--- config.mk ---
export PLATFORM = sky130hd
export DESIGN_NAME = mem_arbiter
export DESIGN_NICKNAME = d
export VERILOG_FILES = /design/src/rtl/mem_arbiter.sv
export SDC_FILE = /design/constraint.sdc
export NUM_CORES = 1
export LEC_CHECK = 0
export ABC_CLOCK_PERIOD_IN_PS = 9600
export CAP_MARGIN = 5
export CORE_MARGIN = 4
export CORE_UTILIZATION = 35
export CTS_CLUSTER_DIAMETER = 200
export DETAILED_ROUTE_END_ITERATION = 16
export PLACE_DENSITY = 0.72
export SLEW_MARGIN = 20
export SYNTH_ARGS = -nofsm -noshare
export SYNTH_HDL_FRONTEND = slang
export SYNTH_SLANG_ARGS = --single-unit
export TNS_END_PERCENT = 10
--- constraint.sdc ---
create_clock -name clk -period 9.6 [get_ports clk]
set_clock_uncertainty 0.2 [all_clocks]
set_input_delay 2.88 -clock clk [delete_from_list [all_inputs] [get_ports clk]]
set_output_delay 2.88 -clock clk [all_outputs]
set_load 0.02 [all_outputs]
--- src/rtl/mem_arbiter.sv ---
// mem_arbiter: shares one single-port memory between an instruction-fetch
// port (I) and a load/store port (D). One transaction is in flight at a time:
// IDLE (accept) -> ISSUE (one-cycle mem_req) -> WAIT (ack or timeout) -> RESP.
// Optional build macro: MEM_ARB_ROUND_ROBIN_EN selects alternating grants
// instead of fixed D priority with the starvation guard.
module mem_arbiter #(
    parameter int unsigned AWIDTH     = 32,
    parameter int unsigned DWIDTH     = 32,
    parameter int unsigned STARVE_MAX = 4,
    parameter int unsigned TIMEOUT    = 16
) (
    input  logic              clk,
    input  logic              rst,
    input  logic              i_req_valid_i,
    output logic              i_req_ready_o,
    input  logic [AWIDTH-1:0] i_addr_i,
    output logic              i_rsp_valid_o,
    input  logic              d_req_valid_i,
    output logic              d_req_ready_o,
    input  logic [AWIDTH-1:0] d_addr_i,
    input  logic              d_we_i,
    input  logic [3:0]        d_be_i,
    input  logic [DWIDTH-1:0] d_wdata_i,
    output logic              d_rsp_valid_o,
    output logic [DWIDTH-1:0] rsp_rdata_o,
    output logic              rsp_err_o,
    output logic              mem_req_o,
    output logic [AWIDTH-1:0] mem_addr_o,
    output logic              mem_we_o,
    output logic [3:0]        mem_be_o,
    output logic [DWIDTH-1:0] mem_wdata_o,
    input  logic              mem_rvalid_i,
    input  logic [DWIDTH-1:0] mem_rdata_i
);

    localparam int unsigned TW = (TIMEOUT > 1) ? $clog2(TIMEOUT) : 1;
    localparam logic [TW-1:0] TMO_LAST = TW'(TIMEOUT - 1);

    typedef enum logic [1:0] {
        ST_IDLE,
        ST_ISSUE,
        ST_WAIT,
        ST_RESP
    } state_t;

    state_t            state_q;
    // Owner of the current/last grant (1 = I). Also serves as last-grant.
    logic              owner_i_q;
    logic              mem_req_q;
    logic [AWIDTH-1:0] mem_addr_q;
    logic              mem_we_q;
    logic [3:0]        mem_be_q;
    logic [DWIDTH-1:0] mem_wdata_q;
    logic [TW-1:0]     timer_q;
    logic              i_rsp_q;
    logic              d_rsp_q;
    logic [DWIDTH-1:0] rsp_rdata_q;
    logic              rsp_err_q;

    logic              d_pick;
    logic              grant_i;
    logic              grant_d;

`ifndef MEM_ARB_ROUND_ROBIN_EN
    localparam int unsigned SW = $clog2(STARVE_MAX + 1);
    localparam logic [SW-1:0] SMAX_V = SW'(STARVE_MAX);

    logic [SW-1:0]     starve_q;
    logic [SW-1:0]     starve_d;
`endif

    // Grant selection: at most one ready, only in IDLE and never during reset.
    always_comb begin
`ifdef MEM_ARB_ROUND_ROBIN_EN
        d_pick = d_req_valid_i && (!i_req_valid_i || owner_i_q);
`else
        d_pick = d_req_valid_i && (!i_req_valid_i || (starve_q != SMAX_V));
`endif
        grant_d = !rst && (state_q == ST_IDLE) && d_pick;
        grant_i = !rst && (state_q == ST_IDLE) && i_req_valid_i && !d_pick;
        i_req_ready_o = grant_i;
        d_req_ready_o = grant_d;
    end

`ifndef MEM_ARB_ROUND_ROBIN_EN
    // Starvation counter next state: count D grants that bypass a waiting I.
    always_comb begin
        starve_d = starve_q;
        if (grant_i) begin
            starve_d = '0;
        end else if (grant_d) begin
            if (!i_req_valid_i) begin
                starve_d = '0;
            end else if (starve_q != SMAX_V) begin
                starve_d = starve_q + SW'(1);
            end
        end
    end

    // Starvation counter register.
    always_ff @(posedge clk or posedge rst) begin
        if (rst) begin
            starve_q <= '0;
        end else begin
            starve_q <= starve_d;
        end
    end
`endif

    // Transaction FSM with registered memory-side and response outputs.
    always_ff @(posedge clk or posedge rst) begin
        if (rst) begin
            state_q     <= ST_IDLE;
            owner_i_q   <= 1'b0;
            mem_req_q   <= 1'b0;
            mem_addr_q  <= '0;
            mem_we_q    <= 1'b0;
            mem_be_q    <= '0;
            mem_wdata_q <= '0;
            timer_q     <= '0;
            i_rsp_q     <= 1'b0;
            d_rsp_q     <= 1'b0;
            rsp_rdata_q <= '0;
            rsp_err_q   <= 1'b0;
        end else begin
            case (state_q)
                ST_IDLE: begin
                    if (grant_i) begin
                        owner_i_q   <= 1'b1;
                        mem_addr_q  <= i_addr_i;
                        mem_we_q    <= 1'b0;
                        mem_be_q    <= 4'hF;
                        mem_wdata_q <= '0;
                        mem_req_q   <= 1'b1;
                        state_q     <= ST_ISSUE;
                    end else if (grant_d) begin
                        owner_i_q   <= 1'b0;
                        mem_addr_q  <= d_addr_i;
                        mem_we_q    <= d_we_i;
                        mem_be_q    <= d_be_i;
                        mem_wdata_q <= d_wdata_i;
                        mem_req_q   <= 1'b1;
                        state_q     <= ST_ISSUE;
                    end
                end
                ST_ISSUE: begin
                    mem_req_q <= 1'b0;
                    timer_q   <= '0;
                    state_q   <= ST_WAIT;
                end
                ST_WAIT: begin
                    if (mem_rvalid_i) begin
                        rsp_rdata_q <= mem_we_q ? '0 : mem_rdata_i;
                        rsp_err_q   <= 1'b0;
                        i_rsp_q     <= owner_i_q;
                        d_rsp_q     <= !owner_i_q;
                        state_q     <= ST_RESP;
                    end else if (timer_q == TMO_LAST) begin
                        rsp_rdata_q <= '0;
                        rsp_err_q   <= 1'b1;
                        i_rsp_q     <= owner_i_q;
                        d_rsp_q     <= !owner_i_q;
                        state_q     <= ST_RESP;
                    end else begin
                        timer_q <= timer_q + TW'(1);
                    end
                end
                ST_RESP: begin
                    i_rsp_q <= 1'b0;
                    d_rsp_q <= 1'b0;
                    state_q <= ST_IDLE;
                end
                default: state_q <= ST_IDLE;
            endcase
        end
    end

    // Drive outputs straight from their registers.
    always_comb begin
        mem_req_o     = mem_req_q;
        mem_addr_o    = mem_addr_q;
        mem_we_o      = mem_we_q;
        mem_be_o      = mem_be_q;
        mem_wdata_o   = mem_wdata_q;
        i_rsp_valid_o = i_rsp_q;
        d_rsp_valid_o = d_rsp_q;
        rsp_rdata_o   = rsp_rdata_q;
        rsp_err_o     = rsp_err_q;
    end

endmodule
Word level (Yosys, flattened, before mapping). Index checks and enable logic that the tools add are counted.

Register bits after elaboration: 115. Input bits: 138.

Add/sub/neg operators: 2. Eq/ne operators: 10. Muxes and demuxes: 36. Reductions and logical operators: 23.

Operators by type and width (number): two-way mux 32 bit (7); two-way mux 4 bit (4); two-way mux 1 bit (12); two-way mux 3 bit (4); AND reduction 2 bit (6); nonzero test 2 bit (5); inequality test 3 bit (second input constant) (3); two-way mux 2 bit (4); case mux 2 bit (4 select lines) (1); case mux 4 bit (2 select lines) (1); case mux 1 bit (2 select lines) (3); logical AND 1 bit (5); adder 4 x 1 -> 4 bit (second input constant) (1); equality test 2 bit (second input constant) (2); equality test 4 bit (second input constant) (1); zero test 1 bit (4); inequality test 2 bit (second input constant) (2); adder 3 x 1 -> 3 bit (second input constant) (1); inequality test 3 x 1 -> 1 bit (second input constant) (1); AND reduction 3 bit (1); equality test 2 x 1 -> 1 bit (second input constant) (1); zero test 2 bit (1); logical OR 1 bit (1).

Longest topological paths before layout. Gate-level depths: netlist of run 1.

Depth in word-level cells: 7. Depth in mapped cells: 9.

Worst setup path before layout of run 1. OpenSTA, ideal clock, no wires.

Path kind: input to output. Start point: input rst. End point: output d_req_ready_o. Arrival time: 6.155 ns. Setup slack: 0.365 ns. Stages: 5. Buffers on the path: 3. Cell sequence: inv_1 -> and4_1 -> buf_6 -> buf_6 -> buf_6.

Longest elaborated chain between the ends: 3.

RTL lines: start, declared (RTL line 13) `input logic rst,`; zero test 1 bit (no source line); logical AND 1 bit (2 in a row) (RTL line 79) `grant_d = !rst && (state_q == ST_IDLE) && d_pick;`; end, declared (RTL line 19) `output logic d_req_ready_o,`.

Every way passes these cells.

Worst setup path in the final report of run 1.
Start point: input i_req_valid_i. End point: output i_req_ready_o.

Longest elaborated chain between the ends: 5. Elaborated cells on any way between the ends: 6. Classes of those cells: reduce/logical: 6.

RTL lines: start, declared (RTL line 14) `input logic i_req_valid_i,`; zero test 1 bit; logical OR 1 bit (RTL line 77) `d_pick = d_req_valid_i && (!i_req_valid_i || (starve_q != SMAX_V));`; logical AND 1 bit (RTL line 77); zero test 1 bit (RTL line 80) `grant_i = !rst && (state_q == ST_IDLE) && i_req_valid_i && !d_pick;`; logical AND 1 bit (*) (RTL line 80); end, declared (RTL line 15) `output logic i_req_ready_o,`.

Mark *: on every way between the ends. The rest lies on a longest branch, timed or not.

==> metrics.cfg, run 1 <==
[status]
outcome=finished clean

[synthesis]
synth-seq-cells=115
syn_inst=344
postSynthNetCount=490
syn_area_um2=4533
synth_largest_type_area_fraction_pct=63.48
synth.area.top_cells=dfrtp_1 63%, a22o_1 13%, a222oi_1 7.1%
number_of_enable_flip_flop_cells_after_synthesis=0
synth_cell_type_count=30
synth.avg_cell_area_um2=13.18
leading_area_contributor_after_synthesis=dfrtp_1
synthArstFlopShare_pct=100.0
synth_top_flop_cell=dfrtp_1
yosysSeqAreaShare_pct=63.48
yosys_warnings=0

[timing]
rsz0062_at_grt=no
timing.final.max_slew_violations=0
finalCriticalPeriod_ns=7.932
fmax_ghz=0.1261
final_hold_viol_count=0
setup_viol=0
worstMarginPinSlew_ns=1.082
timing.slew.headroom_pct=27.57
timing.hold.ws_ns=0.2925
finalCritPeriodShare_pct=82.63
tns_ns=0
setup_slack_ns=1.668

[pwr]
vdd.ir_drop.worst_v=0.0001531
combinationalPowerShare_pct=41.9
clkPwrFrac_pct=26.5
leakage_nw=3.575
netSwitchingFraction_pct=33.98
seq_power_share_pct=31.5
power_per_cell_area_nw_per_um2=337.3
cell_internal_pwr_mw=1.721
p_sw_uw=885.9

[floorplan]
fp.dieH_um=121.8
overall_die_area_um2=14840
initial_core_util_pct=35.78
die_w_um=121.8
floorplan.io_pins=245
core_area_um2=12670
num_rows=41

[worst_setup_path]
timing.critical_path.required_ns=6.52
timing.critical_path.arrival_ns=4.85
worst_setup_path_end_kind=output pin
highest_net_fanout_along_the_worst_path=33
startpoint_type=input port
crit_type=in2out

[route]
route.detailed.drc=0
drtPass1Iterations=6
postRouteWirelength_mm=14.41
vias_per_cell=5.026
first_iter_violations=283
route.vias.total=3875
avgRoutedWirePerCell_um=18.70
route.antenna.remaining_nets=0

[global_routing]
antenna_found_initial=0
globalRoute.totalOverflow=0
grt_first_pass_wirelength_mm=21.93
grt_pass1_vias=4209
largest_net_degree_at_the_start_of_global_routing=77
track_usage_pct=19.07

[cells_and_area]
layout.cells.non_filler=771
fraction_of_final_layout_cells_sized_beyond_drive_strength_1_pct=7.179
filler_cell_count=1026
inserted_diodes=0
area.growth.synth_to_final_pct=70.47
finish.net_count=732

[place]
place.port_buffers=244
dpl.hpwl_mm=10.32
routabilityCongestion=0.7799
place.detailed.instances=739
pre_cts_ws_ns=1.689

[clock_tree]
path_clk_slew_ns=0.05
cell_chosen_for_the_clock_root=clkbuf_16
post_cts_resize_count=0
clock_sinks=115
cts_hold_buf=0
clock_path_buffers=2
cts_inserted_buffers=17
clock_tree_from_tritoncts=done
post-cts-setup-buffer-count=0
cts-htree-levels=4
clk_lat_worst_skew_ns=0.40

[worst_hold_path]
hp-class=reg2reg

[job]
maxCapViolCount=0

[cell families after synthesis]
kind of cell               count (synthesis)  synth area share (%)
AOI/OAI and AO/OA                        113                 21.78
adders and majority gates                  8                 2.208
buffers and inverters                     66                 7.176
DFF                                      115                 63.48
muxes                                      8                 1.794
and+or+nand+nor                           34                 3.561
[state kept, by name (all words and copies together) (netlist names)]
register       cells
timer_q            4
d_rsp_valid_o      1
i_rsp_valid_o      1
mem_req_o          1
mem_we_o           1
starve_q           3
state_q            2
rsp_rdata_o       32
rsp_err_o          1
mem_wdata_o       32
mem_addr_o        32
mem_be_o           4
owner_i_q          1
[path summary, 6_finish.rpt]
check                                           from                          end  slack, ns  cells past startpoint
max                                    i_req_valid_i                i_req_ready_o       1.67                      6
min                        d_rsp_valid_o$_DFFE_PP0P_    d_rsp_valid_o$_DFFE_PP0P_       0.29                      1
max reg2reg                   state_q[0]$_DFFE_PP0P_      starve_q[2]$_DFFE_PP0P_       6.82                      6
min reg2reg                d_rsp_valid_o$_DFFE_PP0P_    d_rsp_valid_o$_DFFE_PP0P_       0.29                      1
max in group asynchronous                        rst       timer_q[1]$_DFFE_PP0P_       5.17                      3
min in group asynchronous                        rst  mem_wdata_o[29]$_DFFE_PP0P_       2.68                      2
[synthesized netlist by cell type (2+ instances only)]
cell,n
nor2_1,5
a22o_1,66
inv_1,40
ha_1,8
a21oi_1,3
clkbuf_1,4
o21ai_0,6
nand2b_1,2
buf_6,8
buf_2,14
nand3_1,3
a222oi_1,32
dfrtp_1,115
mux2i_1,7
nand2_1,16
[worst max-delay path, stage by stage]
cell	delay, ns
clkdlybuf4s50_1	0.53
and3b_1	0.24
nand2_2	0.11
inv_1	0.06
buf_4	0.33
clkdlybuf4s50_1	0.68
[through the flow]
stage / util (%) / total power [mW] / instance area, µm²
after global routing: 60.99 / 2.737 / 7727
after floorplan: - / 1.374 / 4533
after detailed placement: 55.78 / 1.931 / 7068
final: 60.99 / 2.607 / 7727
after CTS: 60.99 / 2.641 / 7727
after global placement: 55.74 / 1.901 / 7063
[layer usage]
| layer | GRT usage, % | up-vias | part of all wire [%] |
|---|---|---|---|
| li1 | - | 1776 | - |
| met1 | 22.26 | 1889 | 38 |
| met2 | 31.60 | 189 | 49 |
| met3 | 7.707 | 21 | 11 |
| met4 | 7.283 | 0 | 1.7 |
| met5 | 0 | - | 0 |
[layout make-up]
cell class / instances / area (µm²) / share of cell area [%]
multi-input combinational: 163 / 1343 / 17.37
sequential: 115 / 2878 / 37.24
clock inverter: 13 / 206.4 / 2.672
inverter: 40 / 152.6 / 1.975
clock buffer: 19 / 452.9 / 5.861
tap: 172 / 215.2 / 2.785
timing repair buffer: 249 / 2480 / 32.09
[power by group through the flow]
stage               clock [mW]  sequential (mW)  combinational (mW)
floorplan                    0             1.04               0.333
global placement             0            0.818                1.08
detailed placement           0            0.825                1.11
CTS                      0.708            0.823                1.11
global route             0.727            0.848                1.16
finish                   0.692            0.822                1.09
[cell usage in the layout (no fill, tap or decap), types with 2 or more instances in the layout]
cell,instances
clkdlybuf4s50_1,244
dfrtp_1,115
a22o_1,66
inv_1,39
a222oi_1,32
clkbuf_16,17
nand2_1,16
ha_1,8
mux2i_1,7
o21ai_0,6
bufinv_16,5
buf_4,5
nor2_1,4
nand3_1,3
a21oi_1,3
clkinv_4,3
clkinv_2,3
nand2b_1,2
clkbuf_8,2
clkinvlp_4,2
No activity file was read; power rests on OpenSTA's default activity.
==> run 2: changes to the inputs <==
ABC_CLOCK_PERIOD_IN_PS = 8100   (was 9600)
clock period = 8.1 ns   (was 9.6 ns; I/O delays follow)
==> run 2 against run 1 <==
  * Sequential share of layout area increased by 0.21 points
  * Via count increased by 0.59%
  * Largest power group unchanged
  * Critical path type unchanged
  * Total power increased by 15%
  * Worst hold slack got worse by 0.0082 ns
  * Highest routed layer unchanged
  * Register-to-register slack got worse by 1.1 ns
  * Combinational power increased by 18%
  * Critical endpoint unchanged
  * Core utilization decreased by 0.35 points
  * Clock-buffer cell count increased by 2
  * Cell count increased by 0.26%
  * Critical path depth decreased by 1
==> metrics.cfg, run 2 (synthesis results as in run 1) <==
[floorplan]
num_rows=41  ; unchanged
die_w_um=121.8  ; unchanged
overall_die_area_um2=14840  ; unchanged
core_area_um2=12670  ; unchanged
fp.dieH_um=121.8  ; unchanged
initial_core_util_pct=35.78  ; unchanged
floorplan.io_pins=245  ; unchanged

[worst_setup_path]
crit_slowest_cell=clkdlybuf4s50_1
crit_type=in2out
highest_net_fanout_along_the_worst_path=6  ; -82%
cp-startpoint=i_req_valid_i
critical_path.top_delay_family=buffers and inverters
worst-path-buf-inv=3  ; -1
startpoint_type=input port
path_cells=clkdlybuf4s50_1 -> and3b_1 -> nand2_2 -> inv_1 -> clkdlybuf4s50_1
timing.critical_path.arrival_ns=4.09  ; -0.76 ns
r2r_setup_slack_ns=5.74  ; -1.08 ns
worst_setup_path_end_kind=output pin
rr_endpoint=mem_addr_o[22]$_DFFE_PP0P_
cp_depth=5  ; -1
critical_path.max_stage_delay_ns=0.63  ; -0.05 ns
timing.critical_path.required_ns=5.47  ; -1.05 ns
crit_top_cell=clkdlybuf4s50_1
worstSetupEndpoint=i_req_ready_o
reg2reg_from=state_q[0]$_DFFE_PP0P_
r2r_cells=6  ; unchanged

[pwr]
leakage_nw=3.538  ; -1.0%
vdd.ir_drop.worst_v=0.0001734  ; +13%
power_per_cell_area_nw_per_um2=390.8  ; +16%

[route]
met3RoutedLength_mm=1.532  ; -3.5%
postRouteWirelength_mm=14.51  ; +0.67%
drtPass1Iterations=5  ; -1
route.antenna.remaining_nets=0  ; unchanged
wire_length_the_detailed_router_placed_on_met1_mm=5.566  ; +0.32%
route.detailed.drc=0  ; unchanged
avgRoutedWirePerCell_um=18.77  ; +0.41%
detailroute.wirelength.met2_mm=7.205  ; +2.5%
first_iter_violations=379  ; +34%
vias_per_cell=5.043  ; +0.33%
topRoutingLayerUsed=met4
route.vias.total=3898  ; +0.59%

[timing]
worstMarginPinSlew_ns=0.8977  ; -0.1839 ns
final_hold_viol_count=0  ; unchanged
finalCriticalPeriod_ns=6.717
fmax_ghz=0.1489
tns_ns=0  ; unchanged
timing.final.max_slew_violations=0  ; unchanged
finalCritPeriodShare_pct=82.93
timing.slew.headroom_pct=40.15  ; +13 points
rsz0062_at_grt=no
setup_viol=0  ; unchanged

[status]
outcome=finished clean

[clock_tree]
cts_hold_buf=0  ; unchanged
post-cts-setup-buffer-count=0  ; unchanged
clock_path_buffers=2  ; unchanged
cell_chosen_for_the_clock_root=clkbuf_16
post_cts_resize_count=0  ; unchanged
clock_tree_from_tritoncts=done
cts-htree-levels=4  ; unchanged
clk_lat_worst_skew_ns=0.40  ; about the same
clock_sinks=115  ; unchanged
path_clk_slew_ns=0.05  ; about the same
cts_inserted_buffers=17  ; unchanged

[worst_hold_path]
hp-class=reg2reg

[cells_and_area]
commonest_non_fill_non_tap_cells_in_the_layout=244 x clkdlybuf4s50_1, 115 x dfrtp_1, 66 x a22o_1
fraction_of_final_layout_cells_sized_beyond_drive_strength_1_pct=7.321  ; +0.14 points
area.growth.synth_to_final_pct=69.50
inserted_diodes=0  ; unchanged
layout_commonest_cell=clkdlybuf4s50_1
finish.net_count=734  ; +0.27%
finalCoreUtilization_pct=60.64  ; -0.35 points

[global_routing]
antenna_found_initial=0  ; unchanged
grt_pass1_vias=4170  ; -0.93%
grt_first_pass_wirelength_mm=22.15  ; +1.0%
globalRoute.totalOverflow=0  ; unchanged
track_usage_pct=19.31  ; +0.24 points
largest_net_degree_at_the_start_of_global_routing=73  ; -5.2%

[job]
maxCapViolCount=0  ; unchanged

[place]
dpl.hpwl_mm=10.46  ; +1.3%
place.port_buffers=244  ; unchanged
routabilityCongestion=0.7975  ; +2.3%

run 2: cell types whose count changed in the layout (fill, tap and decap cells not counted):
cell,change
clkinvlp_4,+4
bufinv_16,-3
buf_4,+2
clkbuf_1,+1
inv_4,-1
clkbuf_8,+1
clkinv_2,-2
run 2: report_power, final:
| part | leakage (nW) | internal (mW) | switching (mW) |
|---|---|---|---|
| Sequential | 1.47 | 0.821 | 0.149 |
| Clock | 0.278 | 0.478 | 0.261 |
| Combinational | 1.79 | 0.659 | 0.635 |
run 2: cell type report:
| cell class | instances | area, µm² |
|---|---|---|
| Fill cell | 1018 | 4987 |
| Inverter | 40 | 153.9 |
| Timing Repair Buffer | 251 | 2495 |
| Clock inverter | 11 | 128.9 |
| Sequential cell | 115 | 2878 |
| Multi-Input combinational cell | 163 | 1343 |
| Clock buffer | 21 | 470.5 |
| Tap cell | 172 | 215.2 |
run 2: worst min-delay path by stage:
stage / from / to / slack, ns / cells after the start
after global routing: mem_addr_o[29]$_DFFE_PP0P_ / mem_addr_o[29]$_DFFE_PP0P_ / 0.30 / 2
after floorplan: timer_q[3]$_DFFE_PP0P_ / timer_q[3]$_DFFE_PP0P_ / 0.26 / 1
final: d_rsp_valid_o$_DFFE_PP0P_ / d_rsp_valid_o$_DFFE_PP0P_ / 0.28 / 1
after global placement: d_rsp_valid_o$_DFFE_PP0P_ / d_rsp_valid_o$_DFFE_PP0P_ / 0.27 / 1
after detailed placement: d_rsp_valid_o$_DFFE_PP0P_ / d_rsp_valid_o$_DFFE_PP0P_ / 0.27 / 1
after CTS: d_rsp_valid_o$_DFFE_PP0P_ / d_rsp_valid_o$_DFFE_PP0P_ / 0.29 / 1
run 2: metal layers:
metal | vias up | global-route usage (%)
li1 | 1782 | -
met3 | 20 | 7.057
met4 | 0 | 7.003
met1 | 1895 | 23.08
met2 | 201 | 32.11
met5 | - | 0
run 2: through the flow:
stage | area [µm²] | std cells | hold slack [ns] | worst slack (ns) | total power [mW]
after floorplan | 4537 | 344 | 0.2586 | 0.3686 | 1.628
after global placement | 7079 | 741 | 0.2663 | 1.434 | 2.242
after detailed placement | 7079 | 741 | 0.2657 | 1.391 | 2.276
after CTS | 7679 | 773 | 0.2882 | 1.385 | 3.035
after global routing | 7684 | 773 | 0.3049 | 1.321 | 3.163
final | 7684 | 773 | 0.2843 | 1.383 | 3.003
==> run 3: changes to the inputs <==
ABC_CLOCK_PERIOD_IN_PS = 6800   (was 8100)
clock period = 6.8 ns   (was 8.1 ns; I/O delays follow)
==> run 3 against run 2 <==
  * Sequential power is 19% higher
  * Global-route usage shrank 0.097 points
  * Total power increased by 20%
  * Core utilization barely moved
==> metrics.cfg, run 3 (synthesis results as in run 1) <==
[cells_and_area]
filler_cell_count=1033  ; +1.5%
layout_commonest_cell=clkdlybuf4s50_1
inserted_diodes=0  ; unchanged
commonest_non_fill_non_tap_cells_in_the_layout=244 x clkdlybuf4s50_1, 115 x dfrtp_1, 66 x a22o_1
finish.net_count=734  ; unchanged
area.growth.synth_to_final_pct=69.61  ; about the same
fraction_of_final_layout_cells_sized_beyond_drive_strength_1_pct=7.155  ; -0.17 points
layout.cells.non_filler=773  ; unchanged

[clock_tree]
clock_tree_from_tritoncts=done
post_cts_resize_count=0  ; unchanged
clk_lat_worst_skew_ns=0.41  ; about the same
post-cts-setup-buffer-count=0  ; unchanged
path_clk_slew_ns=0.05  ; about the same
cts_hold_buf=0  ; unchanged
cell_chosen_for_the_clock_root=clkbuf_16
clock_sinks=115  ; unchanged
cts-htree-levels=4  ; unchanged
clock_path_buffers=2  ; unchanged
cts_inserted_buffers=17  ; unchanged

[global_routing]
track_usage_pct=19.21  ; -0.097 points
antenna_found_initial=0  ; unchanged
largest_net_degree_at_the_start_of_global_routing=69  ; -5.5%
grt_first_pass_wirelength_mm=22.00  ; -0.69%
grt_pass1_vias=4219  ; +1.2%
globalRoute.totalOverflow=0  ; unchanged

[route]
avgRoutedWirePerCell_um=18.15  ; -3.3%
postRouteWirelength_mm=14.03  ; -3.3%
route.detailed.drc=0  ; unchanged
route.vias.total=3901  ; +0.077%
drtPass1Iterations=6  ; +1
first_iter_violations=382  ; +0.79%
route.antenna.remaining_nets=0  ; unchanged
vias_per_cell=5.047  ; about the same

[timing]
worstMarginPinSlew_ns=0.8446  ; -0.05319 ns
finalCriticalPeriod_ns=5.844
final_hold_viol_count=0  ; unchanged
tns_ns=0  ; unchanged
timing.hold.ws_ns=0.2921  ; +0.007867 ns
setup_viol=0  ; unchanged
timing.final.max_slew_violations=0  ; unchanged
fmax_ghz=0.1711
timing.slew.headroom_pct=43.70  ; +3.5 points
rsz0062_at_grt=no
finalCritPeriodShare_pct=85.94

[worst_setup_path]
critical_path.max_stage_delay_ns=0.61  ; -0.02 ns
path_cells=clkdlybuf4s50_1 -> and3b_1 -> nand2_2 -> inv_1 -> clkdlybuf4s50_1
r2r_cells=6  ; unchanged
highest_net_fanout_along_the_worst_path=6  ; unchanged
reg2reg_from=state_q[0]$_DFFE_PP0P_
crit_top_cell=clkdlybuf4s50_1
startpoint_type=input port
cp_depth=5  ; unchanged
timing.critical_path.arrival_ns=3.60  ; -0.49 ns
crit_slowest_cell=clkdlybuf4s50_1
worstSetupEndpoint=i_req_ready_o
worst_setup_path_end_kind=output pin
cp-startpoint=i_req_valid_i
r2r_setup_slack_ns=4.43  ; -1.31 ns
crit_type=in2out
critical_path.top_delay_family=buffers and inverters
worst-path-buf-inv=3  ; unchanged
timing.critical_path.required_ns=4.56  ; -0.91 ns
rr_endpoint=mem_addr_o[15]$_DFFE_PP0P_

[floorplan]
overall_die_area_um2=14840  ; unchanged
floorplan.io_pins=245  ; unchanged
core_area_um2=12670  ; unchanged
initial_core_util_pct=35.78  ; unchanged
fp.dieH_um=121.8  ; unchanged
die_w_um=121.8  ; unchanged
num_rows=41  ; unchanged

[pwr]
vdd.ir_drop.worst_v=0.0002319  ; +34%
power_per_cell_area_nw_per_um2=467.6  ; +20%
leakage_nw=3.557  ; +0.51%

[place]
place.port_buffers=244  ; unchanged
place.detailed.instances=741  ; unchanged
dpl.hpwl_mm=10.16  ; -2.9%
routabilityCongestion=0.7652  ; -4.1%

[job]
maxCapViolCount=0  ; unchanged

[worst_hold_path]
min-delay-start=mem_addr_o[25]$_DFFE_PP0P_
hp-class=reg2reg

[status]
outcome=finished clean

==> run 3: per-stage QoR <==
| step | setup slack, ns | total power, mW | util [%] | area [µm²] |
|---|---|---|---|---|
| after floorplan | -0.09544 | 1.940 | - | 4541 |
| after global placement | 0.9750 | 2.675 | 55.87 | 7079 |
| after detailed placement | 0.9543 | 2.713 | 55.87 | 7079 |
| after CTS | 0.9542 | 3.638 | 60.64 | 7684 |
| after global routing | 0.8913 | 3.798 | 60.68 | 7689 |
| final | 0.9563 | 3.595 | 60.68 | 7689 |
==> run 3: metal layers <==
metal	routed length (µm)	share of wire [%]	up-vias	GRT usage, %
li1	-	-	1779	-
met1	5483	39	1925	22.57
met2	7039	50	177	32.49
met3	1299	9.3	20	7.474
met4	207	1.5	0	6.092
met5	0	0	-	0
==> run 3: final cells by class <==
| cell class | count | area [µm²] | share of cell area (%) |
|---|---|---|---|
| inverter | 40 | 153.9 | 2.002 |
| clock inverter | 10 | 130.1 | 1.692 |
| sequential | 115 | 2878 | 37.43 |
| multi-input combinational | 163 | 1343 | 17.46 |
| clock buffer | 22 | 474.2 | 6.168 |
| tap | 172 | 215.2 | 2.799 |
| timing repair buffer | 251 | 2495 | 32.45 |
==> run 3: worst min-delay path by stage <==
| stage | to | slack (ns) | cells past startpoint |
|---|---|---|---|
| after floorplan | timer_q[3]$_DFFE_PP0P_ | 0.26 | 1 |
| after global placement | mem_addr_o[13]$_DFFE_PP0P_ | 0.27 | 2 |
| after detailed placement | d_rsp_valid_o$_DFFE_PP0P_ | 0.27 | 1 |
| after CTS | mem_addr_o[17]$_DFFE_PP0P_ | 0.29 | 2 |
| after global routing | mem_addr_o[19]$_DFFE_PP0P_ | 0.31 | 2 |
| final | mem_addr_o[25]$_DFFE_PP0P_ | 0.29 | 2 |
==> run 3: worst register-to-register path, cell delays in order, from the launching register on <==
cell and delay (ns):
dfrtp_1 0.39, inv_1 0.14, ha_1 0.30, and4_2 0.31, buf_4 0.58, a222oi_1 0.29, inv_1 0.09
==> run 3: power breakdown <==
group	switching (mW)	leakage, nW	internal (mW)
clock	0.295	0.296	0.601
combinational	0.758	1.79	0.786
sequential	0.176	1.47	0.978
